==> src/rtl/stepper_pulse_gen.sv <==
// Step/direction pulse generator: runs one move command as a train of fixed-width
// step pulses paced by rising edges of the divider tick. `STEPPER_POSITION_EN adds pos.
module stepper_pulse_gen #(
  parameter int unsigned STEPS_BITS   = 16,
  parameter int unsigned PULSE_CYCLES = 4,
  parameter int unsigned PULSE_BITS   = 8
) (
  input  logic                  clk,
  input  logic                  reset,
  input  logic                  clk_en,
  input  logic                  tick,
  input  logic                  cmd_valid,
  output logic                  cmd_ready,
  input  logic                  cmd_dir,
  input  logic [STEPS_BITS-1:0] cmd_steps,
  output logic                  step,
  output logic                  dir,
  output logic                  busy,
  output logic                  done
`ifdef STEPPER_POSITION_EN
  ,
  output logic signed [STEPS_BITS:0] pos
`endif
);

  typedef enum logic [2:0] {
    IDLE,
    SETUP,
    WAIT,
    PULSE,
    FINISH
  } state_t;

  localparam logic [PULSE_BITS-1:0] PULSE_LOAD = PULSE_BITS'(PULSE_CYCLES - 1);

  state_t                  state;
  state_t                  state_d;
  logic                    tick_q;
  logic                    tick_rise;
  logic [STEPS_BITS-1:0]   remaining;
  logic [PULSE_BITS-1:0]   pcnt;
  logic                    accept;
  logic                    fire;
  logic                    pulse_end;

  assign cmd_ready = (state == IDLE);

  always_ff @(posedge clk) begin
    if (reset) begin
      state <= IDLE;
    end else if (clk_en) begin
      state <= state_d;
    end
  end

  always_comb begin
    state_d   = state;
    accept    = 1'b0;
    fire      = 1'b0;
    pulse_end = 1'b0;
    tick_rise = tick & ~tick_q;
    case (state)
      IDLE: begin
        if (cmd_valid) begin
          accept  = 1'b1;
          state_d = (cmd_steps == '0) ? FINISH : SETUP;
        end
      end
      SETUP: state_d = WAIT;
      WAIT: begin
        if (tick_rise) begin
          fire    = 1'b1;
          state_d = PULSE;
        end
      end
      PULSE: begin
        // rising ticks seen here are simply ignored, so they are never queued
        if (pcnt == '0) begin
          pulse_end = 1'b1;
          state_d   = (remaining == '0) ? FINISH : WAIT;
        end
      end
      FINISH:  state_d = IDLE;
      default: state_d = IDLE;
    endcase
  end

  always_ff @(posedge clk) begin
    if (reset) begin
      tick_q    <= 1'b0;
      remaining <= '0;
      pcnt      <= '0;
      step      <= 1'b0;
      dir       <= 1'b0;
      busy      <= 1'b0;
      done      <= 1'b0;
    end else if (clk_en) begin
      tick_q <= tick;
      done   <= 1'b0;
      if (accept) begin
        dir       <= cmd_dir;
        remaining <= cmd_steps;
        busy      <= 1'b1;
      end
      if (fire) begin
        step      <= 1'b1;
        pcnt      <= PULSE_LOAD;
        remaining <= remaining - STEPS_BITS'(1);
      end else if (state == PULSE && pcnt != '0) begin
        pcnt <= pcnt - PULSE_BITS'(1);
      end
      if (pulse_end) begin
        step <= 1'b0;
      end
      if (state == FINISH) begin
        busy <= 1'b0;
        done <= 1'b1;
      end
    end
  end

`ifdef STEPPER_POSITION_EN
  always_ff @(posedge clk) begin
    if (reset) begin
      pos <= '0;
    end else if (clk_en && fire) begin
      pos <= dir ? pos + (STEPS_BITS+1)'(1) : pos - (STEPS_BITS+1)'(1);
    end
  end
`endif

endmodule

==> config.mk <==
export PLATFORM = sky130hd
export DESIGN_NAME = stepper_pulse_gen
export DESIGN_NICKNAME = d
export VERILOG_FILES = /design/src/rtl/stepper_pulse_gen.sv
export SDC_FILE = /design/constraint.sdc
export NUM_CORES = 1
export LEC_CHECK = 0
export CORE_MARGIN = 4
export CORE_UTILIZATION = 25
export DETAILED_ROUTE_END_ITERATION = 12
export PLACE_DENSITY = 0.45
export SETUP_SLACK_MARGIN = 0.5
export SLEW_MARGIN = 15
export SYNTH_ARGS = -nofsm -noshare
export SYNTH_HDL_FRONTEND = slang
export SYNTH_SLANG_ARGS = --single-unit
==> constraint.sdc <==
create_clock -name clk -period 4.4 [get_ports clk]
set_input_delay 0.66 -clock clk [delete_from_list [all_inputs] [get_ports clk]]
set_output_delay 0.66 -clock clk [all_outputs]
set_load 0.05 [all_outputs]
==> summary.md <==
| Metric | Value |
|---|---|
| Status | `complete, no violations` |
| CTS-repair resized insts | `0` |
| Fmax | `approximately 0.39 GHz` |
| Clk sinks | `32` |
| Sequential area share after synthesis | `0.3448` |
| Setup tns final | `0 ns` |
| Post-synth EDFFs | `0` |
| Drt pass-1 iters | `4` |
| Synthesis-stage register bit count | `32` |
| Max-slew headroom | `0.3965` |
| Core area | `about 0.0073 mm2` |
| Final net count | `between 200 and 300` |
| Hold Crit Start | `done` |
| Static Leak | `between 0.0007 and 0.0008 uW` |
| YS warnings | `0` |
| Max Fanout on Critical Path | `8` |
| Post-DP HPWL | `roughly 3800 um` |
| Total CTS buffers | `5` |
| Max-cap viol count | `0` |
| Die Height | `about 94 um` |
| Die Wd | `94.21 um` |
| RSZ-0062 raised after global routing | `false` |
| P&R area growth vs syn | `24.04%` |
| Clock transition at path regs | `approximately 0.07 ns` |
| Post-Syn Instances | `approximately 230` |
| Total Routing Usage GR | `0.1305` |
| Routed Antenna Nets | `0` |
| Via Count | `1774` |
| First-pass GRT wire length | `8963 um` |
| Max Clock Skew | `about 0.009 ns` |
| Starting Density | `0.2562` |
| Antenna diodes | `0` |
| Via/cell ratio | `about 5.0` |
| PD cells | `324.2 mW/mm2` |
| Async SR Flop Fraction | `0` |
| # hold bufs at CTS | `0` |
| Largest net degree at the start of global routing | `28` |
| Antenna violations before repair | `0` |
| Post-Place Worst Slack | `~1.7 ns` |
| Layout cell share with drive strength beyond 1 | `0.07874` |
| Synth unique cells | `51` |
| Final WS setup | `1.844 ns` |
| Syn avg cell area | `8.043 um2` |
| Fillers | `807` |
| Most frequent cells in the layout | `dfxtp_1, clkdlybuf4s50_1, nor2_1` |
| Area taken by multi-input logic gates | `roughly 0.0011 mm2` |
| Fin. Hold Viols | `0` |
| Wire length per cell | `between 15 and 20 um` |
| Critical Path RT | `about 3.7 ns` |
| Maximum VDD drop | `around 0.13 mV` |
| Port bufs | `26` |
| Largest area contributor in the netlist | `dfxtp_1` |
| CTS H-tree depth | `2` |
| FF+latch area | `around 640 um2` |
| CP Data Arrival Time | `1.90 ns` |
| Actual slew at the worst max-slew pin | `approximately 0.9 ns` |
| Minimum clock period | `roughly 2.6 ns` |
| Critical path endpoint category | `primary output` |
| Hold Path Class | `register to register` |
| Slew Viols, Final | `0` |
| I/O pins | `27` |
| Gr ovfl total | `0` |
| Post-CTS setup buffer count | `0` |
| Clock latency on the worst-skew pair | `0.29 ns` |
| CTS tree | `done` |
| Share of the synthesized area in the top cell type | `0.3448` |
| Ys flop type | `dfxtp_1` |
| Crit path from | `state[2]` |
| Routed WL | `between 5000 and 6000 um` |
| Clk buf depth | `2` |
| Reg2reg start | `state[1]` |
| Crit Path Category | `register to primary output` |
| Area contributors post-synth | `dfxtp_1, a21oi_1, nor2_1` |
| Mapped Area | `roughly 0.0019 mm2` |
| Die area | `around 0.0089 mm2` |
| Final setup fails | `0` |
| FP Rows | `31` |
| Crit share post-route | `0.5808` |
| Syn_nets | `257` |
| Initial DRC count | `68` |
| CP Launch Type | `register` |
| Vias in the first global route | `1760` |
| # DRC | `0` |
| Commonest non-fill, non-tap cell in the layout | `dfxtp_1` |
| Routability cong. | `between 0.7 and 0.8` |
| Root buffer cell | `clkbuf_8` |
[where the power goes]
part / switching, uW / internal (uW)
combinational: 86.3 / 61.1
sequential: 14.3 / 302
clock: 116 / 168
[worst paths after layout]
check                                     end  slack [ns]  cells past startpoint
worst max register to register  remaining[10]        2.26                      5
worst max-delay path                cmd_ready        1.84                      3
worst min-delay path                     done        0.48                      2
worst min register to register           done        0.48                      2
[registers in the layout, summed over array words and instances, names as in the netlist]
name       flops
remaining     16
pcnt           8
state          3
busy           1
dir            1
done           1
step           1
tick_q         1
[per-stage QoR]
stage | instances | util | hold WS, ns | power (uW) | cell area (um2)
after floorplan | 231 | - | 0.4410 | 415.8 | 1858
after global placement | 345 | 0.3029 | 0.4535 | 471.3 | 2197
after detailed placement | 345 | 0.3029 | 0.4725 | 469.8 | 2197
after CTS | 353 | 0.3178 | 0.4823 | 760.0 | 2305
after global routing | 353 | 0.3178 | 0.5133 | 790.8 | 2305
final | 353 | 0.3178 | 0.4757 | 747.2 | 2305
[critical path: stages (launching register included)]
cell and delay [ns]:
dfxtp_1 0.38, or2_4 0.31, nor2_1 0.10, clkdlybuf4s50_1 0.81
[kinds of logic (layout without fill, tap and decap cells)]
kind of cell             after synthesis  after routing  share of synthesized area
multiplexers                           3              3                    0.01684
adder cells (fa/ha/maj)                4              4                    0.02694
buffers and inverters                 22             45                    0.04848
AO/OA/AOI/OAI                         62             62                     0.2162
AND/OR/NAND/NOR                      103            103                     0.3232
XOR/XNOR                               5              5                    0.02357
flip-flops                            32             32                     0.3448
[cell usage after synthesis, drive strengths merged, types with 4 or more instances]
cell type,n
buf,6
nor4,11
a211oi,5
a21o,5
dfxtp,32
inv,10
xor2,5
o21ai,11
a31oi,5
nand3,15
nand3b,5
clkbuf,6
nor3,6
nor2,26
nand2,17
ha,4
a21oi,21
[metal layers]
layer / part of all wire / global-route usage / vias up
met1: 0.52 / 0.1897 / 844
met3: 0.037 / 0.02965 / 7
met2: 0.42 / 0.1838 / 28
met5: 0 / 0 / -
li1: - / - / 895
met4: 0.014 / 0.05054 / 0
[final cells by class]
cell class,instances,area share
clock buffer,6,0.03149
clock inverter,2,0.01520
inverter,10,0.01629
multi-input combinational,177,0.4891
sequential,32,0.2780
tap,99,0.05375
timing repair buffer,27,0.1162
No activity file was read; power rests on OpenSTA's default activity.
